===== config.mk =====
export PLATFORM = sky130hd
export DESIGN_NAME = regfile_mp_sb
export DESIGN_NICKNAME = d
export VERILOG_FILES = /design/src/rtl/regfile_mp_sb_pkg.sv /design/src/rtl/regfile_mp_sb_scoreboard.sv /design/src/rtl/regfile_mp_sb.sv
export SDC_FILE = /design/constraint.sdc
export NUM_CORES = 2
export LEC_CHECK = 0
export BUFFER_PORTS_ARGS = -buffer_cell sky130_fd_sc_hd__buf_2
export CORE_MARGIN = 5
export CORE_UTILIZATION = 51
export CTS_CLUSTER_DIAMETER = 100
export DETAILED_ROUTE_END_ITERATION = 10
export PLACE_DENSITY = 0.7
export SYNTH_ARGS = -nofsm -noshare
export SYNTH_HDL_FRONTEND = slang
export SYNTH_HIERARCHICAL = 1
export SYNTH_SLANG_ARGS = --single-unit

===== constraint.sdc =====
create_clock -name clk -period 6.4 [get_ports clk]
set_clock_uncertainty 0.1 [all_clocks]
set_input_delay 0.32 -clock clk [delete_from_list [all_inputs] [get_ports clk]]
set_output_delay 0.32 -clock clk [all_outputs]
set_load 0.005 [all_outputs]

===== src/rtl/regfile_mp_sb_pkg.sv =====
// Shared definitions for the multi-port register file and its scoreboard.
package rf_pkg;

  localparam int RF_XLEN  = 32;
  localparam int RF_NREGS = 32;

  // Address of the hardwired-zero register.
  localparam int REG_ZERO = 0;

  typedef logic [$clog2(RF_NREGS)-1:0] reg_addr_t;
  typedef logic [RF_XLEN-1:0]          xword_t;

endpackage


===== src/rtl/regfile_mp_sb_scoreboard.sv =====
// Pending-write scoreboard: issue marks a destination busy, writeback with
// clear releases it. Also produces per-read-port busy flags and a count of
// busy registers.
module rf_scoreboard
  import rf_pkg::*;
#(
  parameter int NREGS  = RF_NREGS,
  parameter int NUM_RD = 2,
  parameter int NUM_WR = 1,
  localparam int AW    = $clog2(NREGS)
) (
  input  logic                 clk,
  input  logic                 rst,
  input  logic [NUM_RD*AW-1:0] rd_addr,
  output logic [NUM_RD-1:0]    rd_busy,
  input  logic [NUM_WR-1:0]    wr_en,
  input  logic [NUM_WR*AW-1:0] wr_addr,
  input  logic [NUM_WR-1:0]    wr_clr,
  input  logic                 iss_en,
  input  logic [AW-1:0]        iss_addr,
  output logic [AW:0]          pend_cnt
);

  logic [NREGS-1:0] r_busy;
  logic [AW:0]      r_pend_cnt;
  logic [NREGS-1:0] w_clr_vec;
  logic [NREGS-1:0] w_set_vec;
  logic [NREGS-1:0] w_busy_next;
  logic [AW:0]      w_cnt_next;

  // Decode this cycle's clears (writebacks) and set (issue) into one-hot vectors.
  always_comb begin
    w_clr_vec = '0;
    w_set_vec = '0;
    for (int j = 0; j < NUM_WR; j++) begin
      if (wr_en[j] && wr_clr[j]) begin
        w_clr_vec[wr_addr[j*AW +: AW]] = 1'b1;
      end
    end
    if (iss_en && iss_addr != AW'(REG_ZERO)) begin
      w_set_vec[iss_addr] = 1'b1;
    end
  end

  // Set is applied after clear so a new producer keeps the register busy;
  // register 0 can never become busy.
  always_comb begin
    w_busy_next = (r_busy & ~w_clr_vec) | w_set_vec;
    w_busy_next[REG_ZERO] = 1'b0;
    w_cnt_next = '0;
    for (int k = 0; k < NREGS; k++) begin
      w_cnt_next = w_cnt_next + {{AW{1'b0}}, w_busy_next[k]};
    end
  end

  // Busy vector and its popcount advance together so the count always matches.
  always_ff @(posedge clk or negedge rst) begin
    if (!rst) begin
      r_busy     <= '0;
      r_pend_cnt <= '0;
    end else begin
      r_busy     <= w_busy_next;
      r_pend_cnt <= w_cnt_next;
    end
  end

  // A same-cycle clearing write is bypassed to the reader, so it is not a stall.
  for (genvar gi = 0; gi < NUM_RD; gi++) begin : g_rd_busy
    logic [AW-1:0] w_addr;
    assign w_addr      = rd_addr[gi*AW +: AW];
    assign rd_busy[gi] = rst & r_busy[w_addr] & ~w_clr_vec[w_addr];
  end

  assign pend_cnt = r_pend_cnt;

endmodule


===== src/rtl/regfile_mp_sb.sv =====
// Multi-port integer register file: NUM_RD combinational read ports with
// write-to-read bypass, NUM_WR write ports (higher index wins on conflict),
// hardwired-zero x0, plus a pending-write scoreboard.
module regfile_mp_sb
  import rf_pkg::*;
#(
  parameter int XLEN   = RF_XLEN,
  parameter int NREGS  = RF_NREGS,
  parameter int NUM_RD = 2,
  parameter int NUM_WR = 1,
  localparam int AW    = $clog2(NREGS)
) (
  input  logic                   clk,
  input  logic                   rst,
  input  logic [NUM_RD*AW-1:0]   rd_addr,
  output logic [NUM_RD*XLEN-1:0] rd_data,
  output logic [NUM_RD-1:0]      rd_busy,
  input  logic [NUM_WR-1:0]      wr_en,
  input  logic [NUM_WR*AW-1:0]   wr_addr,
  input  logic [NUM_WR*XLEN-1:0] wr_data,
  input  logic [NUM_WR-1:0]      wr_clr,
  input  logic                   iss_en,
  input  logic [AW-1:0]          iss_addr,
  output logic [AW:0]            pend_cnt
);

  logic [XLEN-1:0] r_regs [NREGS];

  // Register writes; later ports overwrite earlier ones, x0 is never written.
  always_ff @(posedge clk or negedge rst) begin
    if (!rst) begin
      for (int k = 0; k < NREGS; k++) begin
        r_regs[k] <= '0;
      end
    end else begin
      for (int j = 0; j < NUM_WR; j++) begin
        if (wr_en[j] && wr_addr[j*AW +: AW] != AW'(REG_ZERO)) begin
          r_regs[wr_addr[j*AW +: AW]] <= wr_data[j*XLEN +: XLEN];
        end
      end
    end
  end

  for (genvar gi = 0; gi < NUM_RD; gi++) begin : g_rd
    logic [AW-1:0]   w_addr;
    logic [XLEN-1:0] w_val;

    assign w_addr = rd_addr[gi*AW +: AW];

    // Stored value, overridden by the highest-index write hitting this address.
    always_comb begin
      w_val = r_regs[w_addr];
      for (int j = 0; j < NUM_WR; j++) begin
        if (wr_en[j] && wr_addr[j*AW +: AW] == w_addr && w_addr != AW'(REG_ZERO)) begin
          w_val = wr_data[j*XLEN +: XLEN];
        end
      end
    end

    // Reads are forced to zero while reset is held, even if a write is presented.
    assign rd_data[gi*XLEN +: XLEN] = rst ? w_val : '0;
  end

  rf_scoreboard #(
    .NREGS  (NREGS),
    .NUM_RD (NUM_RD),
    .NUM_WR (NUM_WR)
  ) u_scoreboard (
    .clk      (clk),
    .rst      (rst),
    .rd_addr  (rd_addr),
    .rd_busy  (rd_busy),
    .wr_en    (wr_en),
    .wr_addr  (wr_addr),
    .wr_clr   (wr_clr),
    .iss_en   (iss_en),
    .iss_addr (iss_addr),
    .pend_cnt (pend_cnt)
  );

endmodule


# After elaboration in Yosys (flattened, before gate mapping)
# Index checks and enable logic that the tools add are counted.
# totals
ff_bits	1061
out_inout_bits	72
wordCells	129
# classes
addsub	30
magnitude_cmp	10
n_eq_ne	2
mux	27
n_bitwise	12
n_reduce_logical	14
# op_table
cell	count
$bwmux 1024	1
$mux 32	11
$bmux 32 s5	2
$add 6x1->6	29
$demux 32 s5	1
$and 32x32->32	1
$not 32->32	1
$or 32x32->32	1
$lt 5x6->1 const B	4
$bmux 1 s5	4
$reduce_bool 5->1	4
$ge 6x6->1 const B	3
$not 5->6	3
$demux 1 s5	2
$eq 5x5->1	2
$ge 5x1->1 const B	2
$logic_and 1x1->1	10
$lt 6x1->1 const B	1
$mux 1	6
$and 1x1->1	4
$add 1x1->2	1
$not 1->1	2

# Longest topological paths before layout
# depth
word_depth	38
depth_mapped	22

# Modules after synthesis
# The synthesis kept the hierarchy.
# by_module_without_submodules
module	instances	cells_per_inst	area_each_um2	seq_area_each_um2
regfile_mp_sb	1	4138	55700.9	25624.6
rf_scoreboard	1	285	3039.2	925.9

# Worst setup path before layout
# No wires, ideal clock.
# synth_path
kind	input to register
from	input port iss_addr[1]
to	register u_scoreboard.r_pend_cnt[4], in the netlist u_scoreboard/pend_cnt[4]
t_arrival_ns	5.310
t_required_ns	6.220
setup_slack_ns	0.910
stages	18
path_buffers	1
path_cell_list	or3b_2 > clkbuf_1 > o21ai_0 > inv_1 > fa_1 > inv_1 > fa_1 > inv_1 > fa_1 > fa_1 > fa_1 > inv_1 > fa_1 > ha_1 > fa_1 > a21o_1 > a21oi_1 > xnor2_1
# synth_rtl
item	line_no	rtl
from (decl)	regfile_mp_sb.sv:23	input logic [AW-1:0] iss_addr,
$lt 5x6->1 (implied by the code) or $ge 5x1->1 (tied branches)	regfile_mp_sb_scoreboard.sv:41	w_set_vec[iss_addr] = 1'b1;
$logic_and 1x1->1 (implied by the code)	regfile_mp_sb_scoreboard.sv:41	
$mux 1 (implied by the code)	regfile_mp_sb_scoreboard.sv:41	
$demux 1 s5	-	
$mux 32 (*)	regfile_mp_sb_scoreboard.sv:40	if (iss_en && iss_addr != AW'(REG_ZERO)) begin
$or 32x32->32 (*)	regfile_mp_sb_scoreboard.sv:48	w_busy_next = (r_busy & ~w_clr_vec) | w_set_vec;
via u_scoreboard.w_busy_next[16]	regfile_mp_sb_scoreboard.sv:28	logic [NREGS-1:0] w_busy_next;
$add 6x1->6 (*) (16 in a row)	regfile_mp_sb_scoreboard.sv:52	w_cnt_next = w_cnt_next + {{AW{1'b0}}, w_busy_next[k]};
via u_scoreboard.w_cnt_next[4]	regfile_mp_sb_scoreboard.sv:29	logic [AW:0] w_cnt_next;
to (signal assigned)	regfile_mp_sb_scoreboard.sv:63	r_pend_cnt <= w_cnt_next;
to (decl)	regfile_mp_sb_scoreboard.sv:25	logic [AW:0] r_pend_cnt;
# The timed path passes the listed nets; every way through them passes the cells marked *.
# A chain may end at the register's enable or synchronous reset.

# Final worst setup path
# layout_path
from	input port iss_addr[0]
to	register u_scoreboard.r_pend_cnt[4], in the netlist u_scoreboard/pend_cnt[4]
# The elaborated chain is that of the path after synthesis.

==> run metrics <==
Final #Nets approximately 4.4k; number of DRC markers after the initial detailed-route iteration about 4.5k; worst reg2reg startpoint u_scoreboard/r_busy[14]; Area Overhead vs Synth 9.017%; endpoint of the most critical register-to-register path u_scoreboard/pend_cnt[4]; latest clock arrival within the worst-skew pair about 700 ps; Worst Path Max Fanout 7; Final Max Tran Viols 0; number of unique standard cell types used by synthesis 65; leading cell types in the layout, fill and taps excluded dfrtp_1 (1061), mux2_1 (821), mux2i_1 (517); clock period minus worst slack just over 6000 ps; total of buffers placed on input and output ports approximately 130; number of cell instances on the worst register-to-register path 16; synthesized cell area 58740 µm²; power density over cell area approximately 340 nW/µm²; final cell area excluding filler cells 64040 µm²; number of global-route vias before repair approximately 40k; Worst Hold Path EP u_scoreboard/r_busy[28]; switching power share of the total between 30% and 40%; setup slack of the worst register-to-register path about 1200 ps; Top Ports 129; fill cell count a little over 9k; Mapped Nets between 4k and 5k; vias per cell 6.848; antenna violations before repair 20; share of post-route cells with drive strength above 1 a little over a fifth; router iterations before antenna repair 6; Crit path arrival time 6610 ps; maximum number of pins on one net before global-route repair roughly 140; Root Buffer Master clkbuf_16; floorplan die width between 300 and 400 µm; leading cell type in the layout, fill and taps excluded dfrtp_1; yosys synthesis warning count 6; clock edge transition at the registers on the reported setup and hold paths 60 ps; wire length reported by the detailed router approximately 190000 µm; clock tree from TritonCTS built; vias post-DR a little over 40k; number of flops mapped to enable cells by yosys 0; Gate Count Post-Synth roughly 4.4k; critical path launch point type input pin; remaining number of nets flagged by the antenna check after routing 0; total of endpoints with negative setup slack in the final report 0; kind of critical path in -> reg; CTS sink cnt about 1.1k; Max Fclk between 150 and 200 MHz; Hold Violations, Final 0; Die Span Y 349.4 µm; Detailed Place HPWL roughly 110000 µm; area post-placement around 60000 µm²; total number of placement rows roughly 120; instance count along the most critical hold path 3; # Max-Cap Violations 0; FF+latch count, synth around 1.1k; worst min-delay path startpoint iss_addr[1]; worst-case clock buffer depth 3; HP Class in -> reg; buffers inserted during post-CTS setup optimization 0; effective utilization at floorplan between 50% and 60%; type of element capturing the critical path flip-flop; relative slew slack 22.73%; die area between 100000 and 150000 µm²; clock network fraction of total power between 30% and 40%; Leak Pwr roughly 29 nW; syn avg cell area 13.28 µm²; first-pass GRT wire length ~280000 µm; placeable core region 114300 µm²; total overflow reported by the global router 0; NetSw around 6.6 mW; overall track demand over capacity in global routing between 30% and 40%; combinational share of power between 20% and 30%; VDD IR-drop max 2.193 mV; most used flip-flop cell after synthesis dfrtp_1; unrepaired setup endpoints after global routing no; maximum level of the CTS H-tree 3; Power Internal 15.15 mW; final total negative setup slack 0 ps; sequential share of power 41.5%; slew at the pin closest to its max-slew limit approximately 1200 ps; ratio of final minimum period to clock period roughly 95%; routed length per instance 31.97 µm; DRC viols 0; Async SR Flop Fraction between 90% and 100%; Req. time, crit path 6930 ps; result of the run finished, final reports clean; routability cong. ~0.86; fraction of the yosys area taken by sequential cells approximately 45%; clock buffers created by TritonCTS between 100 and 150
-- critical path: stages --
cell and delay [ps]:
dlygate4sd3_1 530, buf_2 140, or3b_4 430, dlygate4sd3_1 590, o21ai_0 200, inv_1 80
fa_1 480, inv_1 50, fa_1 490, inv_1 60, fa_1 570, fa_1 450
fa_1 510, inv_1 50, fa_1 430, ha_1 250, fa_1 470, a21o_1 190
a21oi_1 170, xnor2_1 130
-- per-layer routing --
metal / GRT usage, % / wire [µm] / vias to the layer above
met2: 47.65 / 86420 / 2077
met4: 12.85 / 9213 / 10
li1: - / - / 16501
met5: 0 / 57 / -
met1: 41.49 / 76090 / 21367
met3: 6.964 / 17140 / 518
-- power by group through the flow --
stage,Clock [mW],Sequential (mW),Combinational [mW]
after floorplan,0,8.79,4.53
after global placement,0,9.03,5.69
after detailed placement,0,9.11,5.83
after CTS,6.95,9.00,5.90
after global routing,7.21,9.18,6.53
final,6.87,9.04,5.85
-- cell families (layout without fill, tap and decap cells) --
family	after synthesis	in the layout	synth area share [%]
and+or+nand+nor	378	378	3.308
xor gates and xnor gates	20	20	0.3366
AOI/OAI and AO/OA	622	622	7.462
other	0	12	0
buffers and inverters	525	488	4.386
adders and majority gates	32	32	0.9756
DFF	1061	1061	45.20
muxes	1785	1785	38.33
-- worst max path at each step --
stage                start                       end  cells past startpoint  slack (ps)
2_1_floorplan  iss_addr[1]  u_scoreboard/pend_cnt[4]                     18         910
3_3_place_gp         wr_en  u_scoreboard/pend_cnt[4]                     18         300
3_5_place_dp         wr_en  u_scoreboard/pend_cnt[4]                     17         270
4_1_cts        iss_addr[0]  u_scoreboard/pend_cnt[4]                     20         220
5_1_grt        iss_addr[0]  u_scoreboard/pend_cnt[4]                     20         130
6_report       iss_addr[0]  u_scoreboard/pend_cnt[4]                     20         320
-- area by class of cell --
| class | count | area, µm² | share of cell area, % |
|---|---|---|---|
| Inverter | 46 | 172.7 | 0.2696 |
| Sequential cell | 1061 | 26550 | 41.46 |
| Tap cell | 1512 | 1892 | 2.954 |
| Timing Repair Buffer | 240 | 1688 | 2.636 |
| Multi-Input combinational cell | 2837 | 29850 | 46.62 |
| Antenna cell | 12 | 30.03 | 0.04689 |
| Clock inverter | 30 | 470.5 | 0.7347 |
| Clock buffer | 172 | 3382 | 5.281 |
-- sequential cells by signal, summed over array words and instances (netlist names) --
| register | flops |
|---|---|
| u_scoreboard/pend_cnt | 6 |
| u_scoreboard/r_busy | 31 |
| r_regs | 1024 |
-- per-stage QoR --
| stage | worst slack (ps) | util (%) | hold WS [ps] | total power, mW | cells |
|---|---|---|---|---|---|
| 6_report | 320.2 | 56.00 | 12.24 | 21.77 | 5910 |
| 5_1_grt | 129.7 | 55.99 | 20.26 | 22.93 | 5902 |
| 4_1_cts | 218.6 | 55.97 | 2.368 | 21.84 | 5898 |
| 3_5_place_dp | 274.0 | 52.54 | 278.6 | 14.94 | 5688 |
| 3_3_place_gp | 302.4 | 52.54 | 276.3 | 14.73 | 5688 |
| 2_1_floorplan | 910.2 | - | -75.59 | 13.33 | 4423 |
-- synthesized netlist by cell type, types with 31 or more instances --
library cell	number	area, µm²
a21oi_1	102	510.5
a221oi_1	36	315.3
a22o_1	59	516.8
a22oi_1	159	1194
a31oi_1	31	193.9
buf_2	155	775.7
buf_4	52	390.4
clkbuf_1	228	855.8
dfrtp_1	1061	26550
inv_1	45	168.9
mux2_1	821	9245
mux2_2	175	1971
mux2i_1	517	5175
mux4_2	272	6126
nand2_1	154	578.1
nand3_1	118	590.6
o2111ai_1	31	271.5
o21ai_0	104	520.5
o221a_1	32	360.4
-- timing repair --
item / in CTS / in global routing
hold buffers: 8 / 0
resized for setup: 0 / 1
hold endpoints to repair: 69 / 0
setup endpoints to repair: 0 / 1
Power figures use the tool's default switching activity.
